--- src/rtl/md_issue_ctrl_if.sv ---
// md_issue_ctrl_if: launch/write bus between the issue controller and the multiply/divide unit
interface md_issue_ctrl_if #(parameter int W = 32);
  logic         md_start;
  logic [1:0]   md_sel;
  logic         md_w;
  logic         md_wsel;
  logic [W-1:0] md_d1;
  logic [W-1:0] md_d2;
  logic         md_busy;
  logic [W-1:0] md_hi;
  logic [W-1:0] md_lo;
  modport master (output md_start, md_sel, md_w, md_wsel, md_d1, md_d2, input md_busy, md_hi, md_lo);
  modport slave (input md_start, md_sel, md_w, md_wsel, md_d1, md_d2, output md_busy, md_hi, md_lo);
endinterface

--- src/rtl/md_issue_ctrl.sv ---
// md_issue_ctrl: E-stage issue, hazard stall and HI/LO readback for the multiply/divide unit
module md_issue_ctrl #(
  parameter int ISSUE_TIMEOUT = 2,
  parameter int W = 32
) (
  input  logic         clk,
  input  logic         rst,
  input  logic         op_valid,
  input  logic [2:0]   op_code,
  input  logic [W-1:0] rs_data,
  input  logic [W-1:0] rt_data,
  input  logic         flush,
  md_issue_ctrl_if.master md,
  output logic         stall,
  output logic [W-1:0] rd_data,
  output logic         rd_valid,
  output logic         div0,
  output logic         err
);
  localparam int CW = $clog2(ISSUE_TIMEOUT + 1);
  typedef enum logic [1:0] {IDLE, ISSUE, RUN, WRITE} state_t;
  state_t state, state_nx;
  logic [CW-1:0] cnt, cnt_nx;
  logic err_nx, accept, is_md, is_mt, is_mf, dz, go_md, go_mt;
  assign is_md = !op_code[2];
  assign is_mt = op_code[2:1] == 2'b10;
  assign is_mf = &op_code[2:1];
  assign dz = op_code[1] && rt_data == '0;
  // busy seen in IDLE counts as an op in flight, so it stalls like any non-IDLE state
  assign stall = rst && op_valid && (state != IDLE || md.md_busy);
  assign accept = rst && op_valid && !flush && !stall;
  assign go_md = accept && is_md && !dz;
  assign go_mt = accept && is_mt;
  assign rd_valid = accept && is_mf;
  assign rd_data = rd_valid ? (op_code[0] ? md.md_lo : md.md_hi) : '0;
  // next state, issue timeout counter and sticky error
  always_comb begin
    state_nx = state;
    cnt_nx = '0;
    err_nx = err;
    case (state)
      IDLE: state_nx = md.md_busy ? RUN : go_md ? ISSUE : go_mt ? WRITE : IDLE;
      ISSUE: begin
        if (md.md_busy) state_nx = RUN;
        else if (cnt == CW'(ISSUE_TIMEOUT - 1)) begin
          state_nx = IDLE;
          err_nx = 1'b1;
        end else cnt_nx = cnt + 1'b1;
      end
      RUN: state_nx = md.md_busy ? RUN : IDLE;
      default: state_nx = IDLE;
    endcase
  end
  // state register
  always_ff @(posedge clk or negedge rst) begin
    if (!rst) begin
      state <= IDLE;
      cnt <= '0;
      err <= 1'b0;
    end else begin
      state <= state_nx;
      cnt <= cnt_nx;
      err <= err_nx;
    end
  end
  // registered launch pulses and operands; operands hold until the next accept
  always_ff @(posedge clk or negedge rst) begin
    if (!rst) begin
      md.md_start <= 1'b0;
      md.md_w <= 1'b0;
      md.md_sel <= '0;
      md.md_wsel <= 1'b0;
      md.md_d1 <= '0;
      md.md_d2 <= '0;
      div0 <= 1'b0;
    end else begin
      md.md_start <= go_md;
      md.md_w <= go_mt;
      div0 <= accept && is_md && dz;
      if (go_md) begin
        md.md_sel <= op_code[1:0];
        md.md_d1 <= rs_data;
        md.md_d2 <= rt_data;
      end
      if (go_mt) begin
        md.md_wsel <= !op_code[0];
        md.md_d1 <= rs_data;
      end
    end
  end
endmodule

--- src/flat_wrapper.sv ---
// flat-port wrapper written by rule: the top's interface ports become plain ports
module md_issue_ctrl_flat 
#(
  parameter int ISSUE_TIMEOUT = 2,
  parameter int W = 32
)
  (clk, rst, op_valid, op_code, rs_data, rt_data, flush, stall, rd_data, rd_valid, div0, err, md_md_start, md_md_sel, md_md_w, md_md_wsel, md_md_d1, md_md_d2, md_md_busy, md_md_hi, md_md_lo);
  md_issue_ctrl_if #(.W(W)) md_i ();
  input  logic clk;
  input  logic rst;
  input  logic op_valid;
  input  logic [2:0] op_code;
  input  logic [W-1:0] rs_data;
  input  logic [W-1:0] rt_data;
  input  logic flush;
  output logic stall;
  output logic [W-1:0] rd_data;
  output logic rd_valid;
  output logic div0;
  output logic err;
  output wire logic [$bits(md_i.md_start)-1:0] md_md_start;
  output wire logic [$bits(md_i.md_sel)-1:0] md_md_sel;
  output wire logic [$bits(md_i.md_w)-1:0] md_md_w;
  output wire logic [$bits(md_i.md_wsel)-1:0] md_md_wsel;
  output wire logic [$bits(md_i.md_d1)-1:0] md_md_d1;
  output wire logic [$bits(md_i.md_d2)-1:0] md_md_d2;
  input wire logic [$bits(md_i.md_busy)-1:0] md_md_busy;
  input wire logic [$bits(md_i.md_hi)-1:0] md_md_hi;
  input wire logic [$bits(md_i.md_lo)-1:0] md_md_lo;
  assign md_md_start = md_i.md_start;
  assign md_md_sel = md_i.md_sel;
  assign md_md_w = md_i.md_w;
  assign md_md_wsel = md_i.md_wsel;
  assign md_md_d1 = md_i.md_d1;
  assign md_md_d2 = md_i.md_d2;
  assign md_i.md_busy = md_md_busy;
  assign md_i.md_hi = md_md_hi;
  assign md_i.md_lo = md_md_lo;
  md_issue_ctrl #(.ISSUE_TIMEOUT(ISSUE_TIMEOUT), .W(W)) u_core (.clk(clk), .rst(rst), .op_valid(op_valid), .op_code(op_code), .rs_data(rs_data), .rt_data(rt_data), .flush(flush), .md(md_i), .stall(stall), .rd_data(rd_data), .rd_valid(rd_valid), .div0(div0), .err(err));
endmodule
--- config.mk ---
export PLATFORM = sky130hd
export DESIGN_NAME = md_issue_ctrl_flat
export DESIGN_NICKNAME = d
export VERILOG_FILES = /design/src/rtl/md_issue_ctrl_if.sv /design/src/rtl/md_issue_ctrl.sv /design/src/flat_wrapper.sv
export SDC_FILE = /design/constraint.sdc
export NUM_CORES = 1
export LEC_CHECK = 0
export ABC_CLOCK_PERIOD_IN_PS = 4200
export BUFFER_PORTS_ARGS = -buffer_cell sky130_fd_sc_hd__buf_4
export CAP_MARGIN = 40
export CORE_AREA = 3 3 91 115
export DETAILED_ROUTE_END_ITERATION = 6
export DIE_AREA = 0 0 94 118
export GPL_TIMING_DRIVEN = 0
export PLACE_DENSITY = 0.93
export SLEW_MARGIN = 20
export SYNTH_ARGS = -nofsm -noshare
export SYNTH_HDL_FRONTEND = slang
export SYNTH_SLANG_ARGS = --single-unit
export TNS_END_PERCENT = 50
--- constraint.sdc ---
create_clock -name clk -period 4.2 [get_ports clk]
set_clock_uncertainty 0.1 [all_clocks]
set_input_delay 0.42 -clock clk [delete_from_list [all_inputs] [get_ports clk]]
set_output_delay 0.42 -clock clk [all_outputs]
set_load 0.02 [all_outputs]
[Word-level counts from Yosys, hierarchy flattened]
Index checks and enable logic that the tools add are counted.
Word-level totals
  flip-flop bits (word level): 75
  word-level logic and storage cells: 53
Operators by class
  bitwise gates (word level): 1
  add/subtract/negate cells: 1
  equal/unequal tests: 5
  multiplexer cells: 14
  reduce and logical (&&, ||, !) cells: 22
Operators with widths (count)
  $mux 32: 4
  $logic_not 32->1: 1
  $mux 2: 9
  $logic_and 1x1->1: 10
  $pmux 2 s3: 1
  $logic_not 1->1: 5
  $eq 2x1->1 const B: 2
  $eq 2x2->1 const B: 2
  $reduce_bool 2->1: 2
  $ne 3x2->1 const B: 1
  $reduce_and 3->1: 1
  $add 2x1->2 const B: 1
  $logic_not 2->1: 1
  $reduce_and 2->1: 1
  $logic_or 1x1->1: 1
  $not 1->1: 1

[Depth between registers and ports, before layout]
Gate-level depths: netlist of run 1.
  depth after elaboration: 10
  mapped depth: 8

[Worst setup path before layout of run 1]
No wires, ideal clock.
  kind: register to output
  start: register u_core.state[1]
  end: output port rd_data[10]
  data arrival time: 1648 ps
  setup slack: 2032 ps
  buffers on the path: 2
  cell stages (with the launch flop): 8
  required time: 3680 ps
  cell sequence: dfrtp_1 > inv_1 > ha_1 > nor2b_1 > buf_2 > nand4_1 > clkbuf_1 > nor2_1
Between the ends
  word-level cells in the longest chain between the ends: 7
Ends and longest elaborated chain
  start, declared: line md_issue_ctrl.sv:22  | state_t state, state_nx;
  start signal, assigned: line md_issue_ctrl.sv:61  | state <= state_nx;
  $reduce_bool 2->1: line md_issue_ctrl.sv:30  | assign stall = rst && op_valid && (state != IDLE || md.md_busy);
  $logic_or 1x1->1: line md_issue_ctrl.sv:30
  $logic_and 1x1->1: line md_issue_ctrl.sv:30
  $logic_not 1->1: line md_issue_ctrl.sv:31  | assign accept = rst && op_valid && !flush && !stall;
  $logic_and 1x1->1: line md_issue_ctrl.sv:31
  $logic_and 1x1->1: line md_issue_ctrl.sv:34  | assign rd_valid = accept && is_mf;
  $mux 32: line md_issue_ctrl.sv:35  | assign rd_data = rd_valid ? (op_code[0] ? md.md_lo : md.md_hi) : '0;
  end, declared: line flat_wrapper.sv:17  | output logic [W-1:0] rd_data;
Every way passes these cells.

[Worst setup path after layout of run 1]
  start: input port rst
  end: output port rd_data[7]
Between the ends
  word-level cells in the longest chain between the ends: 6
  elaborated cells between the ends (all ways): 7
Ends and longest elaborated chain
  start, declared: line flat_wrapper.sv:10  | input logic rst;
  $logic_and 1x1->1 (*): line md_issue_ctrl.sv:30, md_issue_ctrl.sv:31
  $logic_and 1x1->1: line md_issue_ctrl.sv:30
  $logic_not 1->1: line md_issue_ctrl.sv:31
  $logic_and 1x1->1 (*): line md_issue_ctrl.sv:31
  $logic_and 1x1->1 (*): line md_issue_ctrl.sv:34
  $mux 32 (*): line md_issue_ctrl.sv:35
Every way passes the cells marked *; elsewhere a longest branch is shown, timed or not.

==> run metrics, run 1 <==
TNS Setup=0 ns; total gr overflow=0; Yosys reg bits=75; worst hold path class=in -> reg; die area=0.0111 sq mm; multiplexer share of the synthesized area=6.79%; Yosys warnings=0; largest net degree at the start of global routing=58; first-iteration detailed-routing DRC count=484; # IOs=241; pre-CTS WS=1.45 ns; placed inst area=~0.0067 sq mm; Tcrit/Tclk final=79.5%; Initial Utilization=49.6%; Post-CTS Setup Inserts=0; Finished Core Util=73.6%; outcome=finished clean; Synth Instances=between 500 and 600; GRT Resource Usage Total=31.4%; Synth cell types=39; post-route cell area=0.00700 sq mm; detailed placement HPWL=13900 um; CTS resizes=0; CP required=between 3 and 4 ns; antenna-violating nets left=0; Post-Synth XOR/XNOR Area=0%; Post-Synthesis Cell Area=0.00472 sq mm; worst skew pair latency=0.34 ns; area of the core=0.00951 sq mm; final-report max-slew violation count=0; port bufs=239; first-pass GRT wire length=27900 um; Routed WL=17900 um; Post-synth ARST share=100%; Worst Path Buf+Inv=5; cell at the root of the clock tree=clkbuf_16; post-synth net total=695; Worst Setup SP=rst; type of the worst setup path=in -> out; Static Leak=around 3.3 nW; element type at the critical path end=primary output; CP peak stage delay=0.52 ns; cts-stage hold buffer count=1; GPL Wtd Cong=between 0.9 and 1; CP max FO=22; Arrival @ worst endpoint=roughly 2.8 ns; diode count=0; routed length per instance=19.0 um; CP max stage cell=dlygate4sd3_1; Reg-to-Reg Start=u_core.state[0]; commonest non-fill, non-tap cells in the layout=buf_4, nand2_1, dfrtp_1, nand3_1, clkbuf_1; CTS sink cnt=75; Vias=5715; CP startpoint kind=input pin; DRC viols=0; simple-gate share of the synthesized area=27.2%; Final Hold Fails=0; MaxCap Viol Count=0; DR pass1 iterations=5; worst-case vdd ir drop=between 0.0002 and 0.00025 V; Synth Area in Compound Gates=19.4%; initial antenna violation count=0; htree depth=3; ys flop type=dfrtp_1; Core Rows=40; Post-synth EDFFs=0; routed vias/inst=6.09; CP delay by family, top=buffers and inverters; final worst path period need=3.34 ns; Max Root-Sink Buffers=2; worst hold start=rt_data[9]; critical-path cell list=dlygate4sd3_1, buf_4, and3b_1, buf_2, nand4_1, clkbuf_1, nor2_1, buf_4; final setup vio count=0; commonest non-fill, non-tap cell in the layout=buf_4; sequential area share after synthesis=approximately two fifths; Reg clk slew, reported paths=0.07 ns; f_max=299 MHz; adder-cell share of the synthesized area=0.795%; pwr/cell area=370 mW/mm^2; mean area per synthesized cell=8.49 sq um; Least-Margin Pin Slew=0.729 ns; Final WS setup=0.859 ns; combinational family with the most area after synthesis=simple AND/OR/NAND/NOR gates; die height=roughly 120 um; share of layout cells above drive strength 1=33.5%; RSZ-0062 raised after global routing=false; total CTS buffers=9; Net count, final=947; clock tree from TritonCTS=built; Critical Path Most Common Cell=buf_4; Slew HR=just over 50%; vias in the first global route=between 5000 and 6000; Overall Power=2.59 mW; Die X-Extent=between 90 and 100 um; synthesis-to-layout area growth=48.3%
per-stage QoR:
stage / instances / hold slack, ns
2_1_floorplan: 556 / 0.0244
5_1_grt: 939 / 0.199
4_1_cts: 939 / 0.187
6_report: 939 / 0.193
3_3_place_gp: 921 / 0.323
3_5_place_dp: 922 / 0.227
area by class of cell:
class                   count  area, sq um
clock inverters             7         66.3
plain buffers              64          262
inverters                   6         22.5
flip-flops and latches     75         1880
fillers                   731         2510
multi-input cells         411         2560
clock buffers               9          225
repair buffers            241         1830
well taps                 126          158
tightest hold or removal path, delay by kind of cell:
| kind | cells | cell delay, ns |
|---|---|---|
| simple gates | 2 | 0.09 |
| buf+inv | 1 | 0.08 |
cells in the mapped netlist, types with 2 or more instances:
cell,count,area share [%]
nand2_1,99,7.9
nand2b_1,3,0.40
clkbuf_1,43,3.4
o2111ai_1,31,5.8
and4_1,2,0.37
buf_2,11,1.2
nand3_1,67,7.1
or4_1,3,0.48
and3_1,2,0.26
nor2_1,37,2.9
buf_4,2,0.32
or3_1,2,0.26
nor3_1,2,0.21
inv_1,5,0.40
buf_1,8,0.64
nor4_1,5,0.66
mux2i_1,32,6.8
dfrtp_1,75,40
nand4_1,37,4.9
o211ai_1,34,5.4
o21bai_1,2,0.32
a41o_1,31,6.6
o21ai_0,4,0.42
ha_1,3,0.80
a21oi_1,2,0.21
path summary, 6_finish.rpt:
| kind | end | slack [ns] | depth (start not counted) |
|---|---|---|---|
| setup / recovery | rd_data[7] | 0.86 | 8 |
| hold / removal | u_core.md.md_d2[9] | 0.19 | 3 |
| setup reg to reg | u_core.state[0] | 1.78 | 7 |
| hold reg to reg | u_core.cnt[0] | 0.34 | 1 |
| max in group asynchronous | u_core.md.md_d1[10] | 3.02 | 3 |
| min in group asynchronous | u_core.md.md_d2[8] | 0.41 | 2 |
cells by family (layout without fill, tap and decap cells):
| kind of cell | count (synthesis) | count (layout) |
|---|---|---|
| DFF | 75 | 75 |
| buffers and inverters | 70 | 327 |
| muxes | 32 | 32 |
| AOI/OAI and AO/OA | 108 | 108 |
| and+or+nand+nor | 268 | 268 |
| adders and majority gates | 3 | 3 |
state kept, by name (all words and copies together) (netlist names):
name,flops
u_core.md.md_d1,32
u_core.md.md_d2,32
u_core.cnt,2
u_core.md.md_sel,2
u_core.state,2
u_core.div0,1
u_core.err,1
u_core.md.md_start,1
u_core.md.md_w,1
u_core.md.md_wsel,1
per-layer routing:
metal  vias up  part of all wire, %  wire, um  global-route usage [%]
li1       2618                    -         -                       -
met2       364                   51      9090                    52.3
met4         0                  1.6       280                    9.03
met5         -                    0         0                       0
met1      2700                   38      6770                    41.1
met3        33                  9.7      1730                    6.20
power breakdown:
part	leakage [nW]	internal (mW)	switching [mW]
combinational	2.21	0.382	0.447
sequential	0.966	0.873	0.134
clock	0.145	0.417	0.339
total	3.32	1.67	0.921
Power figures use the tool's default switching activity.
==> run 2: changes to the inputs <==
- ABC_CLOCK_PERIOD_IN_PS: 4200 -> 2800
- CORE_AREA: 3 3 91 115 -> 3 3 99 125
- DIE_AREA: 0 0 94 118 -> 0 0 102 128
- PLACE_DENSITY: 0.93 -> 0.84
- clock period: 4.2 -> 2.8 ns (I/O delays scaled with it)
==> run 2 against run 1 <==
Compared with the run above: flip-flop and latch count unchanged; global-route usage decreased by 5.3 points; register-to-register slack got worse by 1.4 ns; non-clock buffer count increased by 5; worst hold slack got worse by 0.15 ns; final area increased by 1.5%; sequential power increased by 50%; combinational power increased by 52%; die area increased by 18%; clock-buffer cell count increased by 1; largest cell class unchanged.
==> run metrics, run 2 (same netlist as run 1, synthesis figures left out) <==
commonest non-fill, non-tap cells in the layout=buf_4, nand2_1, dfrtp_1, nand3_1, clkbuf_1; Least-Margin Pin Slew=0.760 ns (+0.0308 ns); worst skew pair latency=0.34 ns (about the same); die area=0.0131 sq mm (+18%); routed vias/inst=5.86 (-3.7%); htree depth=3 (unchanged); clock tree from TritonCTS=built; Vias=5587 (-2.2%); Reg-to-Reg Start=u_core.state[0]; post-route cell area=0.00711 sq mm (+1.5%); detailed placement HPWL=13900 um (-0.19%); MaxCap Viol Count=0 (unchanged); synthesis-to-layout area growth=50.6%; vias in the first global route=5319 (-2.9%); GPL Wtd Cong=0.831 (-12%); total CTS buffers=9 (unchanged); first-iteration detailed-routing DRC count=318 (-34%); final setup vio count=0 (unchanged); largest net degree at the start of global routing=56 (-3.4%); final worst path period need=2.65 ns; CTS sink cnt=75 (unchanged); element type at the critical path end=primary output; worst hold start=rt_data[16]; diode count=0 (unchanged); share of layout cells above drive strength 1=34.2% (+0.77 points); type of the worst setup path=in -> out; cell at the root of the clock tree=clkbuf_16; Slew HR=49.0% (-2.1 points); RSZ-0062 raised after global routing=false; Net count, final=952 (+0.53%); antenna-violating nets left=0 (unchanged); DRC viols=0 (unchanged); area of the core=0.0112 sq mm (+18%); # IOs=241 (unchanged); fillcell total=1002 (+37%); top flop regs=u_core.md.md_d1: 32 flops, u_core.md.md_d2: 32 flops; initial antenna violation count=0 (unchanged); Initial Utilization=42.2% (-7.5 points); die height=128 um (+8.5%); final-report max-slew violation count=0 (unchanged); GRT Resource Usage Total=26.1% (-5.3 points); Static Leak=3.36 nW (+1.2%); CP required=2.42 ns (-1.26 ns); CP startpoint kind=input pin; CP max FO=10 (-55%); first-pass GRT wire length=27200 um (-2.3%); Max Root-Sink Buffers=2 (unchanged); Arrival @ worst endpoint=2.27 ns (-0.55 ns); total gr overflow=0 (unchanged); port bufs=239 (unchanged); routed length per instance=18.8 um (-1.4%); area occupied by multi-input gates=0.00256 sq mm (about the same); DR pass1 iterations=5 (unchanged); FF+latch area=0.00188 sq mm (unchanged); Reg clk slew, reported paths=0.06 ns (about the same); placed inst area=0.00671 sq mm (+0.17%); Routed WL=17900 um (about the same); Worst Setup SP=rst; Core Rows=43 (+7.5%); Tcrit/Tclk final=94.8%; outcome=finished clean; Die X-Extent=102 um (+8.5%); pwr/cell area=561 mW/mm^2 (+51%); worst-case vdd ir drop=0.000316 V (+38%); f_max=377 MHz; Final Hold Fails=0 (unchanged); Overall Power=3.99 mW (+54%); worst hold path class=in -> reg; commonest non-fill, non-tap cell in the layout=buf_4
[run 2: changes by cell type in the layout (fill, tap and decap cells not counted), moves of 2 or more]
| cell | previous run | this run |
|---|---|---|
| inv_8 | 2 | 0 |
| clkinvlp_4 | 0 | 2 |
| buf_4 | 241 | 243 |
| clkbuf_1 | 43 | 40 |
| clkbuf_2 | 0 | 3 |
[run 2: timing repair]
action / 4_1_cts / 5_1_grt
setup buffers: 2 / 0
hold endpoints to repair: 20 / 0
pin swaps: 1 / 0
hold buffers: 3 / 0
endpoints found under the setup margin: 10 / 30
gates resized for setup: 0 / 8
[run 2: cell type report]
cell class | count | area share, %
inverters | 6 | 0.317
multi-input cells | 411 | 36.1
repair buffers | 246 | 26.7
clock inverters | 6 | 1.00
flip-flops and latches | 75 | 26.4
well taps | 135 | 2.38
plain buffers | 64 | 3.77
clock buffers | 10 | 3.36
[run 2: path summary, 6_finish.rpt]
| kind | to | slack [ns] | cells after the start |
|---|---|---|---|
| max in group asynchronous | u_core.md.md_d1[5] | 1.35 | 4 |
| min in group asynchronous | u_core.md.md_d1[17] | 0.48 | 4 |
| max | rd_data[8] | 0.15 | 10 |
| min | u_core.md.md_d2[16] | 0.05 | 3 |
| max reg2reg | u_core.md.md_d1[24] | 0.42 | 8 |
| min reg2reg | u_core.cnt[0] | 0.36 | 1 |
[run 2: metrics by stage]
stage	TNS, ns	util [%]	cells	hold WS [ns]	worst slack, ns
floorplan	0	-	556	-0.116	0.772
global placement	-5.87	59.7	930	0.326	-0.306
detailed placement	-0.127	60.0	931	0.0922	-0.0768
CTS	0	63.3	952	0.0472	0.0280
global route	0	63.5	953	0.0559	0.0127
finish	0	63.5	953	0.0471	0.146
[run 2: report_power, final]
group | switching, mW | internal (mW)
Sequential | 0.200 | 1.31
Clock | 0.495 | 0.723
Combinational | 0.678 | 0.581
Total | 1.37 | 2.61
[run 2: critical path: stages]
cell	delay [ns]
dlygate4sd3_1	0.53
buf_4	0.13
buf_16	0.11
and3b_1	0.14
buf_2	0.22
nand4_1	0.12
buf_4	0.17
clkbuf_2	0.19
nor2_1	0.20
buf_4	0.17
[run 2: metal layers]
metal / routed length (um) / global-route usage [%] / vias to the layer above
met3: 1020 / 3.16 / 42
met1: 7400 / 35.1 / 2674
met5: 0 / 0 / -
met4: 475 / 9.11 / 0
li1: - / - / 2631
met2: 9000 / 43.1 / 240
==> run 3: changes to the inputs <==
- ABC_AREA: unset -> 1
- CORE_AREA: 3 3 99 125 -> 3 3 91 115
- CTS_CLUSTER_SIZE: unset -> 20
- DIE_AREA: 0 0 102 128 -> 0 0 94 118
- PLACE_DENSITY: 0.84 -> 0.85
==> run 3 against run 2 <==
Compared with the run above: routed wire length down 26%; final cell count down 11%; critical path depth unchanged; clock power down 11%; register-to-register slack better by 0.38 ns; critical path type is now reg -> out; critical endpoint is now rd_data[3]; largest power group unchanged.
==> run metrics, run 3 <==
commonest non-fill, non-tap cells in the layout=buf_4, nand2_1, dfrtp_1, nand3_1, a21oi_1; CP startpoint kind=flip-flop; htree depth=3 (unchanged); Finished Core Util=62.2% (-1.3 points); CP required=2.42 ns (about the same); CP max stage cell=dfrtp_1; Slew HR=69.2% (+20 points); worst hold path class=in -> reg; final-report max-slew violation count=0 (unchanged); CP delay by family, top=buffers and inverters; final worst path period need=2.70 ns (+0.0455 ns); die height=118 um (-7.8%); Net count, final=855 (-10%); sequential area share after synthesis=52.2% (+12 points); type of the worst setup path=reg -> out; Yosys warnings=0 (unchanged); total CTS buffers=9 (unchanged); Max Root-Sink Buffers=2 (unchanged); most common cell in the synthesized netlist=nand2_1; Finished Layout Cells=847 (-11%); ys flop type=dfrtp_1; worst-case vdd ir drop=0.000310 V (-1.8%); Synth cell types=27 (-31%); Yosys top cell area share=52.2% (+12 points); Die X-Extent=94 um (-7.8%); final setup vio count=0 (unchanged); GPL Wtd Cong=0.926 (+12%); Vias=4109 (-26%); post-synth net total=601 (-14%); CP peak stage delay=0.41 ns (-0.12 ns); Arrival @ worst endpoint=2.32 ns (+0.05 ns); Least-Margin Pin Slew=0.462 ns (-0.298 ns); Initial Utilization=37.8% (-4.4 points); top flop regs=u_core.md.md_d1: 32 flops, u_core.md.md_d2: 32 flops; Post-Synthesis Cell Area=0.00359 sq mm (-24%); Core Rows=40 (-7.0%); antenna-violating nets left=0 (unchanged); Static Leak=3.30 nW (-2.0%); diode count=0 (unchanged); TNS Setup=0 ns (unchanged); Final Hold Fails=0 (unchanged); outcome=finished clean; mean area per synthesized cell=7.78 sq um (-8.4%); Synth Instances=462 (-17%); Post-synth EDFFs=0 (unchanged); routed vias/inst=4.85 (-17%); Critical Path Most Common Cell=inv_2; detailed placement HPWL=11000 um (-21%); f_max=370 MHz (-1.7%); synthesis-to-layout area growth=64.8%; vias in the first global route=4133 (-22%); largest net degree at the start of global routing=43 (-23%); DRC viols=0 (unchanged); routed length per instance=15.6 um (-17%); placed inst area=0.00556 sq mm (-17%); initial antenna violation count=2 (+2); CP max FO=10 (unchanged); area of the core=0.00951 sq mm (-15%); WHS=0.0455 ns (-0.00167 ns); CTS sink cnt=75 (unchanged); Reg clk slew, reported paths=0.06 ns (about the same); port bufs=239 (unchanged); Tcrit/Tclk final=96.4% (+1.6 points); first-iteration detailed-routing DRC count=163 (-49%); Post-synth ARST share=100% (unchanged); share of layout cells above drive strength 1=40.4% (+6.1 points); MaxCap Viol Count=0 (unchanged); die area=0.0111 sq mm (-15%); clock tree from TritonCTS=built; Routed WL=13300 um (-26%); Yosys reg bits=75 (unchanged); cell at the root of the clock tree=clkbuf_16; critical-path cell list=inv_1, ha_1, nand2_2, nor2_4, inv_2, nor3_4, inv_2, clkbuf_4, a21oi_1, buf_4; total gr overflow=0 (unchanged); Cells after DPL=828 (-11%); Worst Path Buf+Inv=5 (-2); DR pass1 iterations=4 (-1); pwr/cell area=631 mW/mm^2 (+13%); # IOs=241 (unchanged); GRT Resource Usage Total=23.8% (-2.3 points); synth cell count leaders=nand2_1, dfrtp_1, nand3_1, a21oi_1, inv_1; commonest non-fill, non-tap cell in the layout=buf_4; post-route cell area=0.00592 sq mm (-17%); Synth area leaders=dfrtp_1, nand2_1, nand3_1; cell taking the most area after synthesis=dfrtp_1; first-pass GRT wire length=20500 um (-25%); worst skew pair latency=0.33 ns (about the same); element type at the critical path end=primary output
## run 3: cell families after synthesis
| kind of cell | synth area share [%] |
|---|---|
| buf+inv | 7.49 |
| simple gates | 31.5 |
| compound gates | 7.73 |
| fa+ha+maj | 1.05 |
| flops | 52.2 |
## run 3: timing repair
item / 4_1_cts / 5_1_grt
buffers inserted: 0 / 1
pin swaps: 0 / 1
resized for setup: 2 / 6
setup endpoints to repair: 4 / 29
hold buffers: 2 / 0
endpoints found under the hold margin: 33 / 0
## run 3: where the power goes
part / total (mW) / internal, mW / switching (mW)
registers: 1.46 / 1.32 / 0.140
clock network: 1.09 / 0.649 / 0.436
logic: 1.19 / 0.549 / 0.641
## run 3: worst min-delay path, stage by stage
cell     delay [ns]
buf_4          0.08
nand2_1        0.04
nand2_1        0.04
## run 3: per-stage QoR
stage / power [mW] / worst slack (ns)
2_1_floorplan: 2.00 / 0.530
3_3_place_gp: 2.63 / -0.170
6_report: 3.74 / 0.101
3_5_place_dp: 2.66 / 0.183
4_1_cts: 3.77 / 0.00236
5_1_grt: 3.94 / -0.0139
## run 3: worst paths after layout
kind	startpoint	end	slack, ns	cells after the start
min in group asynchronous	rst	u_core.md.md_d1[14]	0.40	3
hold reg to reg	u_core.md.md_d2[22]	u_core.md.md_d2[22]	0.39	2
max in group asynchronous	rst	u_core.md.md_d2[2]	1.97	3
hold / removal	rs_data[14]	u_core.md.md_d1[14]	0.05	3
setup / recovery	u_core.state[0]	rd_data[3]	0.10	10
setup reg to reg	u_core.state[0]	u_core.md.md_d1[5]	0.80	11
## run 3: area by class of cell
type,instances,area [sq um]
buffer,26,163
tap,126,158
timing repair buffer,243,1850
clock inverter,5,36.3
sequential,75,1880
fill,820,3590
multi-input combinational,332,1470
inverter,29,109
clock buffer,11,253
## run 3: per-layer routing
metal | vias up | part of all wire (%) | global-route usage, %
met1 | 1904 | 37 | 26.7
met2 | 206 | 50 | 41.1
met5 | - | 0.16 | 0
met4 | 4 | 3.4 | 11.6
met3 | 32 | 9.0 | 6.27
li1 | 1963 | - | -
